**src/rtl/div_unit.sv**
```systemverilog
// div_unit: iterative 32-bit integer divider for the DIV/DIVU instructions.
//
// A restoring shift-subtract divider that retires one quotient bit per cycle,
// MSB first. A request sampled in IDLE produces a result 33 cycles later.
// Signed operands are divided as magnitudes and the signs are applied when
// the result is written out.
//
// Ports
//   clk         sole clock, rising edge
//   reset       synchronous, active-high
//   div         divide request (level); honoured only when the unit is armed
//   div_signed  1 = signed DIV, 0 = unsigned DIVU; sampled with the request
//   sweap       pipeline flush; aborts RUN/DONE and blocks a start in IDLE
//   x, y        dividend and divisor; sampled with the request
//   busy        high while in RUN or DONE
//   complete    one-cycle pulse while in DONE; s and r are valid then
//   s, r        quotient (to LO) and remainder (to HI); held until the next result
module div_unit #(
  parameter int DATA_W = 32
) (
  input  logic              clk,
  input  logic              reset,
  input  logic              div,
  input  logic              div_signed,
  input  logic              sweap,
  input  logic [DATA_W-1:0] x,
  input  logic [DATA_W-1:0] y,
  output logic              busy,
  output logic              complete,
  output logic [DATA_W-1:0] s,
  output logic [DATA_W-1:0] r
);

  localparam int CNT_W = $clog2(DATA_W);

  typedef enum logic [1:0] {
    IDLE = 2'd0,
    RUN  = 2'd1,
    DONE = 2'd2
  } state_t;

  // Two's-complement negation; wraps so that the negation of the most
  // negative value is itself.
  function automatic logic [DATA_W-1:0] neg(input logic [DATA_W-1:0] v);
    return ~v + 1'b1;
  endfunction

  // Magnitude of a signed operand, returned as an unsigned value so that
  // the most negative input maps to 2^(DATA_W-1).
  function automatic logic [DATA_W-1:0] mag(input logic signed [DATA_W-1:0] v);
    return v[DATA_W-1] ? neg(v) : v;
  endfunction

  state_t             state, state_nxt;
  logic [CNT_W-1:0]   cnt;
  logic               armed;
  logic               sign_q, sign_r;
  logic [DATA_W-1:0]  dvsr;
  logic [DATA_W-1:0]  quo;   // dividend bits shift out the top, quotient bits in at the bottom
  logic [DATA_W-1:0]  rem;

  logic               start, abort, last_iter;
  logic [DATA_W:0]    part_rem;
  logic               ge;
  logic [DATA_W-1:0]  rem_nxt, quo_nxt;
  logic [DATA_W-1:0]  s_fin, r_fin;

  // One restoring iteration. When the trial subtraction succeeds the true
  // difference is below the divisor, so the low DATA_W bits are exact.
  always_comb begin
    part_rem  = {rem, quo[DATA_W-1]};
    ge        = part_rem >= {1'b0, dvsr};
    rem_nxt   = ge ? (part_rem[DATA_W-1:0] - dvsr) : part_rem[DATA_W-1:0];
    quo_nxt   = {quo[DATA_W-2:0], ge};
    last_iter = (cnt == CNT_W'(DATA_W - 1));
    // A zero divisor naturally yields |x| as the remainder, so the sign fix
    // on r restores x; only the quotient is forced to all ones.
    s_fin     = (dvsr == '0) ? '1 : (sign_q ? neg(quo_nxt) : quo_nxt);
    r_fin     = sign_r ? neg(rem_nxt) : rem_nxt;
  end

  always_comb begin
    state_nxt = state;
    start     = 1'b0;
    abort     = 1'b0;
    case (state)
      IDLE: begin
        if (div && !sweap && armed) begin
          start     = 1'b1;
          state_nxt = RUN;
        end
      end
      RUN: begin
        if (sweap) begin
          abort     = 1'b1;
          state_nxt = IDLE;
        end else if (last_iter) begin
          state_nxt = DONE;
        end
      end
      DONE: begin
        abort     = sweap;
        state_nxt = IDLE;
      end
      default: state_nxt = IDLE;
    endcase
  end

  assign busy     = (state != IDLE);
  assign complete = (state == DONE) && !sweap;

  always_ff @(posedge clk) begin
    if (reset) begin
      state  <= IDLE;
      cnt    <= '0;
      armed  <= 1'b1;
      sign_q <= 1'b0;
      sign_r <= 1'b0;
      dvsr   <= '0;
      quo    <= '0;
      rem    <= '0;
      s      <= '0;
      r      <= '0;
    end else begin
      state <= state_nxt;

      if (start) begin
        cnt    <= '0;
        rem    <= '0;
        dvsr   <= div_signed ? mag(y) : y;
        quo    <= div_signed ? mag(x) : x;
        sign_q <= div_signed & (x[DATA_W-1] ^ y[DATA_W-1]);
        sign_r <= div_signed & x[DATA_W-1];
      end else if (state == RUN && !sweap) begin
        rem <= rem_nxt;
        quo <= quo_nxt;
        cnt <= cnt + CNT_W'(1);
        if (last_iter) begin
          s <= s_fin;
          r <= r_fin;
        end
      end

      // A request must be seen low in IDLE before the unit will start again,
      // so a request held across complete does not retrigger.
      if ((state == RUN && !sweap && last_iter) || abort) begin
        armed <= 1'b0;
      end else if (state == IDLE && !div) begin
        armed <= 1'b1;
      end
    end
  end

endmodule

```
**config.mk**
```make
export PLATFORM = sky130hd
export DESIGN_NAME = div_unit
export DESIGN_NICKNAME = d
export VERILOG_FILES = /design/src/rtl/div_unit.sv
export SDC_FILE = /design/constraint.sdc
export NUM_CORES = 1
export LEC_CHECK = 0
export CAP_MARGIN = 30
export CELL_PAD_IN_SITES_DETAIL_PLACEMENT = 1
export CELL_PAD_IN_SITES_GLOBAL_PLACEMENT = 2
export CORE_MARGIN = 3
export CORE_UTILIZATION = 33
export CTS_CLUSTER_SIZE = 14
export DETAILED_ROUTE_END_ITERATION = 10
export MAX_ROUTING_LAYER = met4
export PLACE_DENSITY_LB_ADDON = 0.15
export SETUP_SLACK_MARGIN = 0.3
export SLEW_MARGIN = 20
export SYNTH_ARGS = -nofsm -noshare
export SYNTH_HDL_FRONTEND = slang
export SYNTH_SLANG_ARGS = --single-unit
```
**constraint.sdc**
```tcl
create_clock -name clk -period 5.15 [get_ports clk]
set_input_delay 0.7725 -clock clk [delete_from_list [all_inputs] [get_ports clk]]
set_output_delay 0.7725 -clock clk [all_outputs]
set_load 0.01 [all_outputs]
```
* Word-level counts from Yosys, hierarchy flattened
Index checks and enable logic that the tools add are counted.
Storage, ports and cells: bits in latches 0, ROM bits 0, memories 0, bits of input ports 69, bits in registers 170, RAM bits 0, output and inout port bits 66, logic and storage cells 67
Operators by class: bitwise gates (word level) 8, multipliers 0, muxes and demuxes 20, shift operators 0, $add $sub $neg 6, equal/unequal tests 5, magnitude comparators 1, reductions and logical operators 17, div/mod/pow operators 0
Operators by type and width (number):
- $mux 32 | 10
- $add 32x1->32 const B | 4
- $not 32->32 | 4
- $ge 33x32->1 | 1
- $logic_not 32->1 | 1
- $sub 32x32->32 | 1
- $logic_and 1x1->1 | 6
- $mux 2 | 3
- $reduce_bool 2->1 | 3
- $add 5x1->5 const B | 1
- $eq 5x5->1 const B | 1
- $mux 1 | 5
- $pmux 2 s2 | 1
- $ne 3x3->1 const B | 1
- $reduce_and 3->1 | 1
- $and 1x1->1 | 2
- $eq 2x1->1 const B | 1
- $eq 2x2->1 const B | 1
- $logic_not 1->1 | 2
- $logic_not 2->1 | 1
- $ne 2x2->1 const B | 1
- $pmux 1 s2 | 1
- $reduce_and 2->1 | 1
- $reduce_or 2->1 | 1
- 3 further kinds | 3

* Depth between registers and ports, before layout
Gate-level depths: netlist (run 1).
depth after elaboration 7, mapped depth 23, gate-level depth less buffers 19

* Worst setup path after synthesis (run 1)
No wires, ideal clock.
path type register to register, start point reg dvsr[1], end point reg r[24], period minus slack after synthesis 4.483 ns, required time 5.064 ns, cell stages (with the launch flop) 21, path slack 0.667 ns, arrival time 4.398 ns, library setup time 0.086 ns, path buffers 3, path through dfxtp_1 -> inv_1 -> ha_1 -> nor2b_1 -> o2111ai_1 -> a2111oi_2 -> o31ai_2 -> nand3_4 -> buf_2 -> buf_2 -> buf_2 -> mux2i_1 -> ha_1 -> and3b_1 -> nand2_1 -> or3_1 -> o31ai_1 -> and3_1 -> a21oi_1 -> xor2_1 -> a211oi_1
Between the ends: longest elaborated chain between the ends 5, elaborated cells on any way between the ends 6, those cells by class 2 x add/sub; 1 x order compare; 2 x mux; 1 x bitwise
Ends and longest elaborated chain:
- from (decl) | line 58 | logic [DATA_W-1:0] dvsr;
- from (signal assigned) | line 130 | dvsr <= div_signed ? mag(y) : y;
- $sub 32x32->32 or $ge 33x32->1 (tied branches) | line 73, 72
- $mux 32 * | line 73 | rem_nxt = ge ? (part_rem[DATA_W-1:0] - dvsr) : part_rem[DATA_W-1:0];
- $not 32->32 | line 45 | return ~v + 1'b1;
- $add 32x1->32 | line 45
- $mux 32 * | line 79 | r_fin = sign_r ? neg(rem_nxt) : rem_nxt;
- to (signal assigned) | line 140 | r <= r_fin;
- to (decl) | line 31 | output logic [DATA_W-1:0] r
Every way passes the cells marked *; elsewhere a longest branch is shown, timed or not. A chain may end at the register's enable or synchronous reset.

* Worst setup path in the final report (run 1)
start point reg dvsr[18], end point reg r[24]
The elaborated chain is that of the path after synthesis.

==> results of run 1 <==
sequential cells by signal, indices dropped and copies added (netlist names), 2 cells and up:
| register | count |
|---|---|
| cnt | 5 |
| s | 32 |
| state | 2 |
| dvsr | 32 |
| r | 32 |
| quo | 32 |
| rem | 32 |
area by class of cell:
| cell class | count | area (um2) | area share |
|---|---|---|---|
| clock buffers | 20 | 447 | 0.0316 |
| clock inverters | 10 | 143 | 0.0101 |
| inverters | 59 | 221 | 0.0157 |
| multi-input cells | 1220 | 7770 | 0.550 |
| flip-flops and latches | 170 | 3400 | 0.241 |
| well taps | 455 | 569 | 0.0403 |
| repair buffers | 160 | 1590 | 0.112 |
worst min-delay path: stages, from the launching register on:
cell and delay (ns):
dfxtp_1 0.31, nand2_1 0.05, a21oi_1 0.05
per-layer routing:
layer  global-route usage  share of wire  vias to the layer above
li1                     -              -                     5758
met1                0.303           0.49                     5609
met2                0.364           0.46                      200
met3               0.0213          0.026                       42
met4               0.0543          0.017                        0
met5                    -              0                        -
synth_stat cells, types with 38 or more instances:
cell type	count
nor3_1	42
clkbuf_1	68
nand2_1	193
inv_1	58
a21oi_1	104
a311oi_1	38
xnor2_1	56
nor2_1	193
ha_1	42
a211oi_1	98
dfxtp_1	170
xor2_1	70
o21ai_0	64
how the worst max path moves through the flow:
stage	end	slack [ns]	cells after the start	start
6_report	r[24]$_SDFFE_PP0P_	0.63	17	dvsr[18]$_SDFFE_PP0P_
5_1_grt	r[30]$_SDFFE_PP0P_	0.33	17	dvsr[18]$_SDFFE_PP0P_
4_1_cts	r[24]$_SDFFE_PP0P_	0.64	17	dvsr[11]$_SDFFE_PP0P_
3_5_place_dp	r[24]$_SDFFE_PP0P_	0.66	17	dvsr[11]$_SDFFE_PP0P_
3_3_place_gp	r[24]$_SDFFE_PP0P_	0.73	17	dvsr[11]$_SDFFE_PP0P_
2_1_floorplan	r[24]$_SDFFE_PP0P_	0.67	20	dvsr[1]$_SDFFE_PP0P_
per-stage QoR:
step                area, um2  worst slack [ns]   util
floorplan               11700             0.667      -
global placement        13500             0.725  0.387
detailed placement      13500             0.658  0.388
CTS                     14100             0.638  0.405
global route            14100             0.326  0.406
finish                  14100             0.625  0.406
kinds of logic after synthesis:
family          count (synthesis)  share of synthesized area
compound gates                437                      0.262
xor+xnor                      126                     0.0941
flops                         170                      0.290
buf+inv                       154                     0.0529
fa+ha+maj                      43                     0.0465
simple gates                  586                      0.231
mux                            28                     0.0241
report_power, final:
part           internal, mW  switching [mW]  total [mW]
Clock                 0.774           0.565        1.34
Combinational         0.932            1.62        2.55
Sequential             1.39           0.107        1.50
Total                  3.10            2.29        5.39
==> impl_metrics.toml, run 1 <==
[sta]
hold-worst-slack_ns = 0.452
hold_viol = 0
rsz0062_at_grt = "no"
slew_viol_final = 0
period_share = 0.879
report.final.setup_viol = 0
skew_ns = 0.0140
fin_setup_tns_ns = 0
period_minus_slack_ns = 4.52
max_freq_ghz = 0.221
slew_headroom = 0.411
worstMarginPinSlew_ns = 0.880

[finish]
final_cell_mix = "nand2_1 (192), nor2_1 (191), dfxtp_1 (170), clkdlybuf4s50_1 (133), a21oi_1 (104)"
areaGrowthSynthToFinish_pct = 20.5
nNetsFinal = 1740
layout_commonest_cell = "nand2_1"
drive_above_1_share = 0.0537
final_cells = 2094
antenna_cells = 0
nFillCells = 4196

[status]
status = "completed"

[clock_network]
post_cts_resized = 0
clk_latency_ns = 0.44
cts.hold.buffers_added = 0
cts_root_buffer = "clkbuf_16"
clk_pin_slew_ns = 0.07
htreeDepth = 4
cts_tree = "built"
cts_num_sinks = 170
clockBufferDepth = 2
cts_buffers = 17
post_cts_buffers = 0

[routing]
drt_wl_total_um = 42400
drtIter0Drc = 560
drt.antenna.violating_nets = 0
wl_per_cell_um = 20.2
num_vias = 11609
drtPass1Iterations = 4
drc = 0
via_per_inst = 5.54

[synthesis]
synth-edff-count = 0
yosys.area.top_type = "dfxtp_1"
syn_area_um2 = 11700
ys.flop_type = "dfxtp_1"
synth_cells = 1544
avgSynthCellArea_um2 = 7.60
synth_nets = 1656
ys_warn_count = 0
synthArstFlopShare = 0
yosys.area.top_type_share = 0.290
netlist_top_cells_area = "dfxtp_1 (29%), a211oi_1 (6.3%), nand2_1 (6.2%)"
ys_seq_area_frac = 0.290
ys_ff_latch = 170
synthDistinctLibCells = 79

[power]
powerDensity_nw_per_um2 = 381
total_power_mw = 5.39
ir_drop_mv = 0.232
p_leak_nw = 5.02

[worst_setup_path]
worstSetupPathType = "flip-flop to flip-flop"
cp_slowest_cell = "ha_2"
r2r_end = "r[24]$_SDFFE_PP0P_"
rrSetupSlack_ns = 0.63
path_buf_inv = 1
r2r_start = "dvsr[18]$_SDFFE_PP0P_"
crit_required_ns = 5.51
crit_path_start_kind = "flip-flop"
crit_family = "simple AND/OR/NAND/NOR gates"
reg2reg_depth = 17
cp.arrival_ns = 4.88
cp-end-kind = "flip-flop"
max_stage_delay_ns = 0.44
path_max_fanout = 9
worstPathCellList = "inv_1 -> ha_2 -> nand2_1 -> or3_1 -> nor4_2 -> o31ai_4 -> nand3_4 -> mux2i_2 -> ha_1 -> and3b_1 -> nand2_1 -> or3_1 -> o31ai_1 -> and3_1 -> a21oi_1 -> xor2_1 -> a211oi_1"

[global_routing]
grtUsageTotal = 0.225
grt_overflow = 0
antenna_found_initial = 0
grt_pass1_vias = 11595
grt_pass1_wl_um = 66900
grt_max_degree = 92

[floorplan]
rows = 68
initial_core_util = 0.337
fp.dieH_um = 195
die_area_um2 = 37800
io_pins = 135
core_um2 = 34800
chipWidth_um = 195

[min_path]
whs_path_depth = 2
min_from = "r[7]$_SDFFE_PP0P_"
min_to = "r[7]$_SDFFE_PP0P_"
hold_path.class = "flip-flop to flip-flop"

[place]
io_buffers = 134
gp_congestion = 0.854
hpwl_um = 32800
dpl.cell_count = 2063

[job]
max_cap_violations = 0
Power figures use the tool's default switching activity.
==> inputs of run 2 (changes only) <==
--- a/config.mk
+++ b/config.mk
@@ -8,13 +8,13 @@
 export CAP_MARGIN = 30
 export CELL_PAD_IN_SITES_DETAIL_PLACEMENT = 1
 export CELL_PAD_IN_SITES_GLOBAL_PLACEMENT = 2
-export CORE_MARGIN = 3
 export CORE_UTILIZATION = 33
 export CTS_CLUSTER_SIZE = 14
 export DETAILED_ROUTE_END_ITERATION = 10
 export MAX_ROUTING_LAYER = met4
 export PLACE_DENSITY_LB_ADDON = 0.15
 export SETUP_SLACK_MARGIN = 0.3
+export SKIP_LAST_GASP = 1
 export SLEW_MARGIN = 20
 export SYNTH_ARGS = -nofsm -noshare
 export SYNTH_HDL_FRONTEND = slang
==> run 2 against run 1 <==
Clock power is essentially flat. Final area hardly changed. Clock skew increased by 0.00069 ns. Wire length decreased by 1.5%. Critical endpoint is now r[31]$_SDFFE_PP0P_. Critical path depth decreased by 1. Sequential share of layout area barely moved. Non-clock buffer count grew 1. Via count fell by 0.31%. Cell count barely moved. Utilization hardly changed. Combinational power about the same. Highest routed layer unchanged.
==> impl_metrics.toml, run 2 (synthesis gave the netlist of run 1 again) <==
[status]
status = "completed"

[clock_network]
post_cts_buffers = 0
clk_pin_slew_ns = 0.07
cts_num_sinks = 170
cts_root_buffer = "clkbuf_16"
cts_buffers = 17
clk_latency_ns = 0.45
clockBufferDepth = 2
htreeDepth = 4
cts_tree = "built"

[place]
io_buffers = 134
hpwl_um = 32300
gp_congestion = 0.905

[global_routing]
antenna_found_initial = 0
grt_pass1_wl_um = 65200
grt_overflow = 0
grt_pass1_vias = 11420
grtUsageTotal = 0.238
grt_max_degree = 87

[power]
powerDensity_nw_per_um2 = 380
comb_power_share = 0.470
p_sw_mw = 2.29
pwr-share-clk = 0.251
p_int_mw = 3.09
seq_power_share = 0.279
ir_drop_mv = 0.216
power_switching_share = 0.426
p_leak_nw = 5.02

[worst_setup_path]
max_stage_delay_ns = 0.48
cpMostUsedCell = "buf_4"
cp-end-kind = "flip-flop"
cp.arrival_ns = 4.93
crit_path_start_kind = "flip-flop"
cp_slowest_cell = "ha_1"
path_buf_inv = 4
worstSetupPathType = "flip-flop to flip-flop"
path_max_fanout = 22
crit_required_ns = 5.48
worstPathCellList = "inv_1 -> ha_1 -> nand2_1 -> or3_1 -> nor4_4 -> o31ai_2 -> nand3_4 -> buf_4 -> inv_2 -> buf_4 -> a211oi_2 -> a2bb2o_4 -> or2_1 -> o41ai_2 -> xnor2_1 -> o21ai_1"
crit_family = "simple AND/OR/NAND/NOR gates"

[routing]
drtIter0Drc = 562
wl_per_cell_um = 19.9
drt_wl_total_um = 41700
num_vias = 11573
drtPass1Iterations = 6
drc = 0
drt.antenna.violating_nets = 0
via_per_inst = 5.52

[sta]
hold-worst-slack_ns = 0.450
skew_ns = 0.0147
hold_viol = 0
fin_setup_tns_ns = 0
max_freq_ghz = 0.217
slew_viol_final = 0
period_share = 0.894
worstMarginPinSlew_ns = 0.879
rsz0062_at_grt = "no"
period_minus_slack_ns = 4.61
report.final.setup_viol = 0
slew_headroom = 0.414

[finish]
seq_area_um2 = 3400
antenna_cells = 0
areaGrowthSynthToFinish_pct = 20.6
final_cell_mix = "nand2_1 (192), nor2_1 (191), dfxtp_1 (170), clkdlybuf4s50_1 (133), a21oi_1 (104)"
layout_commonest_cell = "nand2_1"
drive_above_1_share = 0.0567
multi_input_area_um2 = 7770
nNetsFinal = 1741
nFillCells = 4237

[min_path]
hold_path.class = "flip-flop to flip-flop"

[floorplan]
initial_core_util = 0.337
die_area_um2 = 36300
rows = 68
io_pins = 135
fp.dieH_um = 191
chipWidth_um = 191
core_um2 = 34800

[job]
max_cap_violations = 0
[run 2: cell count changes in the layout (fill, tap and decap cells not counted), moves of 2 or more]
cell        previous run  this run
clkinvlp_4             1         3
clkinv_4               2         0
inv_6                  2         4
clkbuf_1               2         0
buf_12                 2         0
buf_4                 23        25
clkbuf_8               1         3
[run 2: power groups by stage]
| stage | logic, mW | clock network, mW | registers, mW |
|---|---|---|---|
| floorplan | 1.76 | 0 | 1.48 |
| global placement | 2.45 | 0 | 1.53 |
| detailed placement | 2.47 | 0 | 1.53 |
| CTS | 2.48 | 1.39 | 1.50 |
| global route | 2.76 | 1.44 | 1.51 |
| finish | 2.53 | 1.35 | 1.50 |
[run 2: layout make-up]
| class | instances | share of cell area |
|---|---|---|
| Timing Repair Buffer | 161 | 0.111 |
| Tap cell | 455 | 0.0403 |
| Sequential cell | 170 | 0.241 |
| Multi-Input combinational cell | 1220 | 0.550 |
| Clock buffer | 20 | 0.0330 |
| Clock inverter | 11 | 0.00947 |
| Inverter | 59 | 0.0157 |
[run 2: through the flow]
step,setup slack (ns),std cells,cell area [um2],utilization,total power [mW]
finish,0.545,2096,14100,0.406,5.38
global route,0.307,2096,14100,0.406,5.72
CTS,0.473,2095,14100,0.404,5.37
detailed placement,0.494,2064,13500,0.387,4.00
global placement,0.582,2063,13500,0.387,3.98
floorplan,0.667,1544,11700,-,3.24
[run 2: path summary, 6_finish.rpt]
check             cells past startpoint            endpoint                   from  slack, ns
setup / recovery                     16  r[31]$_SDFFE_PP0P_  dvsr[18]$_SDFFE_PP0P_       0.54
hold / removal                        2  r[31]$_SDFFE_PP0P_     r[31]$_SDFFE_PP0P_       0.45
setup reg to reg                     16  r[31]$_SDFFE_PP0P_  dvsr[18]$_SDFFE_PP0P_       0.54
hold reg to reg                       2  r[31]$_SDFFE_PP0P_     r[31]$_SDFFE_PP0P_       0.45
[run 2: per-layer routing]
metal	vias up	routed length (um)	global-route usage
li1	5758	-	-
met1	5583	20600	0.311
met2	186	19200	0.381
met3	46	1010	0.0263
met4	0	935	0.0757
met5	-	0	-
[run 2: timing repair]
action,in CTS,in global routing
gates resized for setup,0,6
endpoints found under the setup margin,0,13
hold buffers,0,0
[run 2: tightest hold or removal path, cell delays in order (launching register included)]
cell	delay (ns)
dfxtp_1	0.31
nand2_1	0.05
o21ai_1	0.05
==> inputs of run 3 (changes only) <==
--- a/config.mk
+++ b/config.mk
@@ -6,9 +6,7 @@
 export NUM_CORES = 1
 export LEC_CHECK = 0
 export CAP_MARGIN = 30
-export CELL_PAD_IN_SITES_DETAIL_PLACEMENT = 1
-export CELL_PAD_IN_SITES_GLOBAL_PLACEMENT = 2
-export CORE_UTILIZATION = 33
+export CORE_UTILIZATION = 58
 export CTS_CLUSTER_SIZE = 14
 export DETAILED_ROUTE_END_ITERATION = 10
 export MAX_ROUTING_LAYER = met4
==> run 3 against run 2 <==
Count of clock-buffer cells in the layout fell by 2. Cell count down 9.4%. Non-clock buffer count shrank 9. Clock skew shrank 0.0025 ns. Total power shrank 2.9%. Wire length shrank 18%. First-iteration DRC count increased by 58%. Critical path type unchanged. Critical endpoint is now r[30]$_SDFFE_PP0P_. Largest cell class unchanged.
==> impl_metrics.toml, run 3 (synthesis gave the netlist of run 1 again) <==
[status]
status = "completed"

[worst_setup_path]
crit_family = "simple AND/OR/NAND/NOR gates"
cp-end-kind = "flip-flop"
cp_slowest_cell = "ha_2"
max_stage_delay_ns = 0.44
worstPathCellList = "inv_1 -> ha_2 -> nand2_1 -> or3_1 -> nor4_2 -> o31ai_4 -> nand3_4 -> mux2i_2 -> ha_1 -> and3b_1 -> nand2_1 -> or3_1 -> o31ai_1 -> and4_1 -> a41oi_1 -> xnor2_1 -> o21ai_0"
crit_start = "dvsr[18]$_SDFFE_PP0P_"
worstSetupPathType = "flip-flop to flip-flop"
r2r_start = "dvsr[18]$_SDFFE_PP0P_"
crit_path_start_kind = "flip-flop"
cp.arrival_ns = 4.94
rrSetupSlack_ns = 0.57
crit_required_ns = 5.51
path_max_fanout = 21
path_buf_inv = 1

[routing]
drt.antenna.violating_nets = 0
drtPass1Iterations = 7
via_per_inst = 6.18
drc = 0
wl_per_cell_um = 18.0
drtIter0Drc = 886
drt_wl_total_um = 34100
num_vias = 11731

[sta]
slew_viol_final = 0
max_freq_ghz = 0.218
worstMarginPinSlew_ns = 0.969
slew_headroom = 0.354
period_minus_slack_ns = 4.58
rsz0062_at_grt = "no"
skew_ns = 0.0122
report.final.setup_viol = 0
hold_viol = 0
fin_setup_tns_ns = 0
period_share = 0.889

[place]
placed_area_um2 = 13200
hpwl_um = 25600
io_buffers = 134
gp_congestion = 0.973
dpl.cell_count = 1865

[global_routing]
grt_pass1_wl_um = 54400
met2_usage = 0.536
grt_overflow = 0
met1_usage = 0.456
antenna_found_initial = 0
grt_max_degree = 93
grt_pass1_vias = 10710
top_usage_layer = "met2"
grt_use_met3 = 0.0560
grtUsageTotal = 0.341

[floorplan]
io_pins = 135
core_um2 = 19700
rows = 51
initial_core_util = 0.597
chipWidth_um = 144
fp.dieH_um = 144
die_area_um2 = 20800

[clock_network]
cts_root_buffer = "clkbuf_16"
cts_buffers = 17
htreeDepth = 4
cts_num_sinks = 170
clk_pin_slew_ns = 0.07
clk_latency_ns = 0.44
cts_tree = "built"
clockBufferDepth = 2

[finish]
layout_commonest_cell = "nand2_1"
seq_area_um2 = 3400
nFillCells = 1672
areaGrowthSynthToFinish_pct = 17.8
antenna_cells = 0
finish.utilization = 0.703
multi_input_area_um2 = 7760
drive_above_1_share = 0.0502
fin_area_um2 = 13800
final_cells = 1898
final_cell_mix = "nand2_1 (193), nor2_1 (191), dfxtp_1 (170), clkdlybuf4s50_1 (133), a21oi_1 (104)"
nNetsFinal = 1732

[power]
p_leak_nw = 4.98
powerDensity_nw_per_um2 = 378
ir_drop_mv = 0.267

[min_path]
hold_path.class = "flip-flop to flip-flop"
min_from = "r[31]$_SDFFE_PP0P_"

[job]
max_cap_violations = 0
## run 3: stage by stage
step | hold slack [ns] | worst slack (ns) | power, mW
2_1_floorplan | 0.441 | 0.667 | 3.24
5_1_grt | 0.468 | 0.295 | 5.50
3_5_place_dp | 0.444 | 0.579 | 3.84
3_3_place_gp | 0.434 | 0.694 | 3.81
6_report | 0.452 | 0.570 | 5.22
4_1_cts | 0.455 | 0.568 | 5.16
## run 3: tightest hold or removal path: stages, from the launching register on
cell     delay [ns]
dfxtp_1        0.31
nand2_1        0.05
o21ai_1        0.05
## run 3: layer usage
metal,routed length [um],up-vias
met2,15400,428
met3,2440,52
met4,527,0
met5,0,-
met1,15800,5496
li1,-,5755
## run 3: final timing paths
| check | endpoint | cells past startpoint |
|---|---|---|
| min | r[31]$_SDFFE_PP0P_ | 2 |
| max | r[30]$_SDFFE_PP0P_ | 17 |
| min reg2reg | r[31]$_SDFFE_PP0P_ | 2 |
| max reg2reg | r[30]$_SDFFE_PP0P_ | 17 |
## run 3: area by class of cell
class	instances	area share
clock buffer	18	0.0318
multi-input combinational	1220	0.562
timing repair buffer	152	0.107
tap	265	0.0240
inverter	59	0.0160
sequential	170	0.246
clock inverter	14	0.0126
## run 3: repair_timing
| action | 4_1_cts | 5_1_grt |
|---|---|---|
| hold buffers | 0 | 0 |
| gates resized for setup | 0 | 5 |
| setup buffers | 0 | 0 |
| hold endpoints to repair | 0 | 0 |
| endpoints found under the setup margin | 0 | 5 |
## run 3: where the power goes
group / internal (mW) / total (mW) / switching [mW]
registers: 1.39 / 1.49 / 0.101
logic: 0.894 / 2.39 / 1.49
clock network: 0.710 / 1.34 / 0.633
total: 3.00 / 5.22 / 2.23
